`config.mk`:
```
export PLATFORM = sky130hd
export DESIGN_NAME = led_tick_counter
export DESIGN_NICKNAME = d
export VERILOG_FILES = /design/src/rtl/led_tick_counter.sv
export SDC_FILE = /design/constraint.sdc
export NUM_CORES = 1
export LEC_CHECK = 0
export BUFFER_PORTS_ARGS = -buffer_cell sky130_fd_sc_hd__buf_2
export CAP_MARGIN = 20
export CORE_ASPECT_RATIO = 0.5
export CORE_MARGIN = 2
export CORE_UTILIZATION = 60
export CTS_CLUSTER_DIAMETER = 60
export CTS_CLUSTER_SIZE = 30
export DETAILED_ROUTE_END_ITERATION = 6
export GPL_TIMING_DRIVEN = 0
export PLACE_DENSITY = 0.8
export SLEW_MARGIN = 20
export SYNTH_ARGS = -nofsm -noshare
export SYNTH_HDL_FRONTEND = slang
export SYNTH_SLANG_ARGS = --single-unit
export TNS_END_PERCENT = 50
```
`constraint.sdc`:
```
create_clock -name clk -period 6.1 [get_ports clk]
set_clock_uncertainty 0.2 [all_clocks]
set_input_delay 0.61 -clock clk [delete_from_list [all_inputs] [get_ports clk]]
set_output_delay 0.61 -clock clk [all_outputs]
set_load 0.05 [all_outputs]
```
`src/rtl/led_tick_counter.sv`:
```
// led_tick_counter
//   Prescaled modulo counter for one LED/digit field. A prescaler divides the
//   board clock down to a periodic tick. Each tick moves the count up or down
//   modulo MODULUS. With ONE_SHOT=1 the count instead stops at the terminal
//   value. tc marks the wrap or terminal event so that a higher digit can be
//   cascaded from it.
//
// Ports
//   clk      in   system clock, rising edge
//   clr      in   asynchronous active-high reset
//   start    in   enter RUNNING (from DONE also reloads the count)
//   stop     in   enter STOPPED, count held
//   up_dn    in   1 = count up, 0 = count down, sampled on each tick
//   load     in   synchronous load of load_val (clamped to MODULUS-1)
//   load_val in   [WIDTH] load value
//   count    out  [WIDTH] current count
//   tick     out  one-cycle pulse per prescale period while RUNNING
//   tc       out  one-cycle pulse on wrap / terminal value
//   running  out  state is RUNNING
//   done     out  state is DONE (one-shot only)
module led_tick_counter #(
    parameter int unsigned CLK_HZ   = 100000000,
    parameter int unsigned TICK_HZ  = 1,
    parameter int unsigned WIDTH    = 4,
    parameter int unsigned MODULUS  = 10,
    parameter bit          ONE_SHOT = 1'b0
) (
    input  logic             clk,
    input  logic             clr,
    input  logic             start,
    input  logic             stop,
    input  logic             up_dn,
    input  logic             load,
    input  logic [WIDTH-1:0] load_val,
    output logic [WIDTH-1:0] count,
    output logic             tick,
    output logic             tc,
    output logic             running,
    output logic             done
);

    localparam int unsigned      PRESCALE = CLK_HZ / TICK_HZ;
    localparam int unsigned      PW       = $clog2(PRESCALE);
    localparam logic [PW-1:0]    PS_LAST  = PW'(PRESCALE - 1);
    localparam logic [WIDTH-1:0] CNT_MAX  = WIDTH'(MODULUS - 1);

    localparam logic [1:0] ST_STOPPED = 2'd0;
    localparam logic [1:0] ST_RUNNING = 2'd1;
    localparam logic [1:0] ST_DONE    = 2'd2;

    logic [1:0]       state_q, state_d;
    logic [PW-1:0]    ps_q, ps_d;
    logic [WIDTH-1:0] count_q, count_d;
    logic             tick_q, tick_d;
    logic             tc_q, tc_d;
    logic             running_q, done_q;

    // The if/else chain encodes the per-cycle priority: load > stop > start > tick.
    always_comb begin
        state_d = state_q;
        ps_d    = ps_q;
        count_d = count_q;
        tick_d  = 1'b0;
        tc_d    = 1'b0;
        if (load) begin
            count_d = (load_val > CNT_MAX) ? CNT_MAX : load_val;
            ps_d    = '0;
        end else if (stop) begin
            state_d = ST_STOPPED;
            ps_d    = '0;
        end else if (start && (state_q != ST_RUNNING)) begin
            state_d = ST_RUNNING;
            ps_d    = '0;
            if (state_q == ST_DONE) begin
                count_d = up_dn ? '0 : CNT_MAX;
            end
        end else if (state_q == ST_RUNNING) begin
            if (ps_q == PS_LAST) begin
                ps_d   = '0;
                tick_d = 1'b1;
                if (up_dn) begin
                    if (count_q == CNT_MAX) begin
                        tc_d = 1'b1;
                        if (ONE_SHOT) begin
                            state_d = ST_DONE;
                        end else begin
                            count_d = '0;
                        end
                    end else begin
                        count_d = count_q + 1'b1;
                    end
                end else begin
                    if (count_q == '0) begin
                        tc_d = 1'b1;
                        if (ONE_SHOT) begin
                            state_d = ST_DONE;
                        end else begin
                            count_d = CNT_MAX;
                        end
                    end else begin
                        count_d = count_q - 1'b1;
                    end
                end
            end else begin
                ps_d = ps_q + 1'b1;
            end
        end
    end

    always_ff @(posedge clk or posedge clr) begin
        if (clr) begin
            state_q   <= ST_STOPPED;
            ps_q      <= '0;
            count_q   <= '0;
            tick_q    <= 1'b0;
            tc_q      <= 1'b0;
            running_q <= 1'b0;
            done_q    <= 1'b0;
        end else begin
            state_q   <= state_d;
            ps_q      <= ps_d;
            count_q   <= count_d;
            tick_q    <= tick_d;
            tc_q      <= tc_d;
            running_q <= (state_d == ST_RUNNING);
            done_q    <= (state_d == ST_DONE);
        end
    end

    assign count   = count_q;
    assign tick    = tick_q;
    assign tc      = tc_q;
    assign running = running_q;
    assign done    = done_q;

endmodule

```
==> qor.txt, run 1 <==
setup bufs post-CTS: 0
Comb pwr share: 16.8%
Root Driver: clkbuf_8
most instantiated cells after synthesis: dfrtp_1, nor2_1, nand2_1
CTS tree: yes
via count: 1986
Post-synth EDFFs: 0
die width: 91.65 µm
Max-slew headroom: 48.08%
metal2 WL: 2.418 mm
Hold Crit Class: in -> async
Wirelength per Cell: 16.13 µm
Crit Path Class: reg -> reg
I/O pins: 18
PwrDens: 238.9 nW/µm²
placed cells: 314
Synth Instances: 246
largest net degree at the start of global routing: 38
CP Capture Point: count[2]$_DFFE_PP0P_
Required @ worst endpoint: 6080 ps
GR Overflow Total: 0
Crit. End Element: flip-flop
Bufs on Longest Clock Path: 2
gr usage total: 25.95%
Synth cell types: 62
maxcap violations: 0
DRC Markers: 0
status: finished, final reports clean
DPL Wire Length: 3.625 mm
Pint: 448.2 µW
setup TNS: 0 ps
Metal-1 WL: 2.384 mm
Setup crit start kind: flip-flop
Final setup viols: 0
Clk pwr share: 41.3%
DIE AREA: 4383 µm²
hold_buf cts: 0
Clock Pin Slew Worst Setup and Hold Paths: 80 ps
Max Slew Vio Count: 0
VDD IR max: 0.2115 mV
Worst R2R Setup Slack: 3810 ps
Post-Synthesis Net Count: 257
fmax: 437.1 MHz
Num CTS Buffers: 5
crit-path max FO: 4
Die Height: 47.83 µm
drt first pass iters: 4
Cell Rows: 15
Synth Cell Area: 2305 µm²
Main synth FF type: dfrtp_1
I/O Buffers: 17
synth-to-layout area growth: 12.27%
layout cells sized above 1: 20.30%
Leak: 1.107 nW
PostCTS Resize Cnt: 0
syn avg cell area: 9.369 µm²
YS warnings: 0
Area contributors post-synth: dfrtp_1, nor2_1, xnor2_1
antenna violations before repair: 0
Crit Reg-Reg Endpoint: count[2]$_DFFE_PP0P_
routed wl met3: 283 µm
nets: 281
n_diodes: 0
RSZ-0062 raised after global routing: no
global-route wire length before repair: 8.631 mm
crit share post-route: 37.50%
Hold Vio Cnt, Final: 0
GPL Wtd Cong: 0.9165
area fraction of the dominant cell type after synthesis: 40.17%
part of the power in registers: 41.8%
sequential-to-total area share from yosys stat: 40.17%
Psw: 169.9 µW
clk sinks: 37
dominant cell type by area after synthesis: dfrtp_1
FF+latch count, synth: 37
Slew @ Worst Pin: 777.7 ps
async set or reset register ratio after synthesis: 100.0%
RR Startpoint: ps_q[0]$_DFFE_PP0P_
initial core utilization: 64.97%
Finished Layout Cells: 322
htree depth: 2
Net Sw Frac: 27.49%
vias in the first global route: 1838
core area: 3547 µm²
Reg2Reg Depth: 6
post-route antenna net violation count: 0
Clk Latency, worst-skew pair: 290 ps
cell with the most instances after synthesis: dfrtp_1
total power: 618.1 µW
minimum clock period: 2288 ps
total wire length: 5.195 mm
Iteration-0 DRC Markers: 197
arrival time at the worst endpoint: 2260 ps
Vias/cell: 6.168
DR top layer: met4
Worst Setup SP: ps_q[0]$_DFFE_PP0P_
## per-layer routing
metal / up-vias / track usage (%)
met4: 0 / 10.61
li1: 937 / -
met2: 81 / 46.03
met5: - / 0
met3: 16 / 5.197
met1: 952 / 33.03
## sequential cells by signal, summed over array words and instances, names as in the netlist
signal	count
ps_q	27
tc	1
count	4
tick	1
running	1
done	1
state_q	2
## power by group through the flow
stage | Sequential [mW] | Clock, mW | Combinational, mW
2_1_floorplan | 0.282 | 0 | 0.0582
3_3_place_gp | 0.263 | 0 | 0.0993
3_5_place_dp | 0.263 | 0 | 0.103
4_1_cts | 0.258 | 0.257 | 0.103
5_1_grt | 0.260 | 0.265 | 0.113
6_report | 0.258 | 0.256 | 0.104
## cell families (layout without fill, tap and decap cells)
group,after synthesis,in the layout,synth area share (%)
simple gates,125,125,32.52
compound gates,41,41,13.03
flops,37,37,40.17
buf+inv,19,44,4.017
xor+xnor,18,18,6.840
mux,5,5,2.877
fa+ha+maj,1,1,0.5428
## critical path, stage by stage (launching register included)
cell	delay, ps
dfrtp_1	410
ha_1	250
and3_4	220
and4_4	210
and3_1	190
or3_4	380
mux2_4	310
## final cells by class
type | instances | area, µm²
Clock inverter | 3 | 65.06
Buffer | 10 | 58.81
Inverter | 9 | 33.78
Fill cell | 262 | 959.7
Sequential cell | 37 | 925.9
Multi-Input combinational cell | 190 | 1286
Timing Repair Buffer | 17 | 85.08
Clock buffer | 5 | 68.82
Tap cell | 51 | 63.81
## how the worst min path moves through the flow
stage	startpoint	end	slack, ps	cells past startpoint
2_1_floorplan	ps_q[24]$_DFFE_PP0P_	ps_q[24]$_DFFE_PP0P_	250	1
3_3_place_gp	ps_q[24]$_DFFE_PP0P_	ps_q[24]$_DFFE_PP0P_	270	1
3_5_place_dp	ps_q[24]$_DFFE_PP0P_	ps_q[24]$_DFFE_PP0P_	270	1
4_1_cts	clr	state_q[0]$_DFF_PP0_	280	2
5_1_grt	ps_q[24]$_DFFE_PP0P_	ps_q[24]$_DFFE_PP0P_	310	1
6_report	clr	running$_DFF_PP0_	250	2
## per-stage QoR
stage,setup slack (ps),area [µm²],hold slack (ps),utilization [%]
after floorplan,3957,2305,249.8,-
after CTS,3819,2587,282.8,72.95
final,3812,2587,250.4,72.95
after global placement,3829,2454,268.4,69.17
after global routing,3783,2587,314.0,72.95
after detailed placement,3776,2454,271.8,69.17
## layout by cell type (no fill, tap or decap), drive strengths merged, types with 2 or more instances in the layout
master	netlist	layout
dfrtp	37	37
nor2	34	34
buf	7	24
nand2	23	23
nor3	14	14
xnor2	13	13
nand3	9	9
a21oi	9	9
inv	9	9
nor4	9	9
nand4	8	8
o21ai	8	8
clkbuf	3	8
and3	6	6
xor2	5	5
and4	5	5
a31oi	4	4
nor2b	4	4
o31ai	4	4
mux2	4	4
or3	3	3
nor4b	2	2
nand2b	2	2
o21a	2	2
a22o	2	2
bufinv	0	2
or4	2	2
Note: power is estimated with default switching activity, not from simulation.
==> inputs of run 2 (changes only) <==
--- a/config.mk
+++ b/config.mk
@@ -9,12 +9,12 @@
 export CAP_MARGIN = 20
 export CORE_ASPECT_RATIO = 0.5
 export CORE_MARGIN = 2
-export CORE_UTILIZATION = 60
+export CORE_UTILIZATION = 54
 export CTS_CLUSTER_DIAMETER = 60
 export CTS_CLUSTER_SIZE = 30
 export DETAILED_ROUTE_END_ITERATION = 6
 export GPL_TIMING_DRIVEN = 0
-export PLACE_DENSITY = 0.8
+export PLACE_DENSITY = 0.76
 export SLEW_MARGIN = 20
 export SYNTH_ARGS = -nofsm -noshare
 export SYNTH_HDL_FRONTEND = slang
==> constraint.sdc (replaced) <==
create_clock -name clk -period 1.85 [get_ports clk]
set_clock_uncertainty 0.2 [all_clocks]
set_input_delay 0.185 -clock clk [delete_from_list [all_inputs] [get_ports clk]]
set_output_delay 0.185 -clock clk [all_outputs]
set_load 0.05 [all_outputs]
==> run 2 against run 1 <==
  * The run now ends with negative setup slack left
  * Worst setup slack got worse by 4000 ps
  * Die area increased by 10%
  * Critical path depth unchanged
  * Critical endpoint unchanged
  * Largest cell class unchanged
==> qor.txt, run 2 (synthesis gave the netlist of run 1 again) <==
most frequent cells in the layout: dfrtp_1, nor2_1, nand2_1
die width: 96.39 µm (+5.2%)
I/O pins: 18 (unchanged)
Die Height: 50.20 µm (+5.0%)
GR Overflow Total: 0 (unchanged)
crit-path cells: ha_2, and3_4, and4_4, and3_4, or3_4, mux2_4
total power: 2.059 mW (+230%)
Iteration-0 DRC Markers: 135 (-31%)
Vias/cell: 5.945 (-3.6%)
total wire length: 5.681 mm (+9.4%)
Setup crit start kind: flip-flop
setup TNS: -3519 ps (-3519 ps)
drt first pass iters: 6 (+2)
fmax: 480.9 MHz (+10%)
Clock Pin Slew Worst Setup and Hold Paths: 70 ps (about the same)
htree depth: 2 (unchanged)
crit share post-route: 112.4% (+75 points)
Biggest register: ps_q
I/O Buffers: 17 (unchanged)
Max Slew Vio Count: 0 (unchanged)
Bufs on Longest Clock Path: 2 (unchanged)
Hold Crit Class: in -> reg
violated checks: negative setup slack
DRC Markers: 0 (unchanged)
GPL Wtd Cong: 0.8863 (-3.3%)
DPL Wire Length: 3.339 mm (-7.9%)
Worst path max stage delay: 400 ps (about the same)
number of flip-flops in the largest register: 27 (unchanged)
Crit. End Element: flip-flop
Max-slew headroom: 47.73% (-0.35 points)
synth-to-layout area growth: 26.71%
n_diodes: 0 (unchanged)
Clk Latency, worst-skew pair: 300 ps (about the same)
Root Driver: clkbuf_8
core area: 4004 µm² (+13%)
initial core utilization: 57.56% (-7.4 points)
antenna violations before repair: 0 (unchanged)
most used cell, CP: and3_4
Wirelength per Cell: 16.32 µm (+1.2%)
global-route wire length before repair: 8.811 mm (+2.1%)
Multi-input gate area: 1394 µm² (+8.4%)
arrival time at the worst endpoint: 2060 ps (-200 ps)
gr usage total: 23.94% (-2.0 points)
VDD IR max: 0.5102 mV (+140%)
maxcap violations: 0 (unchanged)
RSZ-0062 raised after global routing: yes
nets: 304 (+8.2%)
Slew @ Worst Pin: 783.0 ps (+5.291 ps)
largest net degree at the start of global routing: 38 (unchanged)
Crit Path Class: reg -> reg
DIE AREA: 4838 µm² (+10%)
via count: 2069 (+4.2%)
Hold Path Stages: 4
Leak: 1.270 nW (+15%)
post-route antenna net violation count: 0 (unchanged)
Hold Vio Cnt, Final: 0 (unchanged)
final setup margin: -229.2 ps (-4041 ps)
clk sinks: 37 (unchanged)
status: finished with violations
storage element area: 930.9 µm² (+0.54%)
Required @ worst endpoint: 1830 ps (-4250 ps)
filler instances: 279 (+6.5%)
CTS tree: yes
PwrDens: 705.1 nW/µm² (+200%)
Final setup viols: 31 (+31)
Cell Rows: 16 (+1)
commonest non-fill, non-tap cell in the layout: dfrtp_1
layout cells sized above 1: 32.31% (+12 points)
minimum clock period: 2079 ps (-208.5 ps)
crit-path max FO: 4 (unchanged)
Reg2Reg Depth: 6 (unchanged)
crit path max-delay cell type: dfrtp_1
Num CTS Buffers: 5 (unchanged)
vias in the first global route: 1859 (+1.1%)
==> run 2: cell count changes in the layout (fill, tap and decap cells not counted), sizes merged <==
cell / delta
buf: +21
dlygate4sd3: +2
==> run 2: final timing paths <==
kind	startpoint	end	slack, ps
worst min register to register	state_q[0]$_DFF_PP0_	done$_DFF_PP0_	330
min in group asynchronous	clr	ps_q[0]$_DFFE_PP0P_	390
worst min-delay path	load_val[1]	count[1]$_DFFE_PP0P_	40
worst max register to register	ps_q[0]$_DFFE_PP0P_	count[2]$_DFFE_PP0P_	-230
worst max-delay path	ps_q[0]$_DFFE_PP0P_	count[2]$_DFFE_PP0P_	-230
max in group asynchronous	clr	ps_q[18]$_DFFE_PP0P_	520
==> run 2: layer usage <==
| layer | global-route usage, % | vias up | wire length, µm |
|---|---|---|---|
| li1 | - | 982 | - |
| met1 | 33.72 | 991 | 2576 |
| met2 | 36.69 | 86 | 2684 |
| met3 | 6.306 | 10 | 329 |
| met4 | 6.808 | 0 | 89 |
| met5 | 0 | - | 0 |
==> run 2: what timing repair did <==
action | in CTS | in global routing
pin swaps | 9 | 3
gates cloned | 1 | 0
setup endpoints to repair | 30 | 32
hold endpoints to repair | 38 | 0
hold buffers | 2 | 0
gates resized for setup | 18 | 11
buffers inserted | 10 | 10
==> run 2: critical path: cells and delay by family, from the launching register on <==
kind	cells	cell delay, ps
adders and majority gates	1	200
DFF	1	400
muxes	1	310
and+or+nand+nor	4	860
==> run 2: through the flow <==
step	instance area (µm²)	cells	hold slack (ps)	worst slack [ps]	util (%)
after floorplan	2312	246	85.42	-253.4	-
after global placement	2465	317	259.7	-327.1	61.56
after detailed placement	2465	317	182.3	-329.1	61.56
after CTS	2781	338	50.91	-221.4	69.47
after global routing	2920	348	59.00	-254.6	72.94
final	2920	348	44.83	-229.2	72.94
==> run 2: final cells by class <==
cell class | count | share of cell area [%]
buffer | 10 | 2.356
clock inverter | 3 | 2.228
inverter | 9 | 1.157
sequential | 37 | 31.88
tap | 54 | 2.314
timing repair buffer | 40 | 9.983
clock buffer | 5 | 2.356
multi-input combinational | 190 | 47.73
==> run 2: report_power, final <==
group	switching [mW]	internal, mW	leakage, nW	total [mW]
Combinational	0.238	0.129	0.702	0.367
Clock	0.303	0.536	0.0681	0.839
Sequential	0.0233	0.830	0.499	0.854
Total	0.564	1.50	1.27	2.06
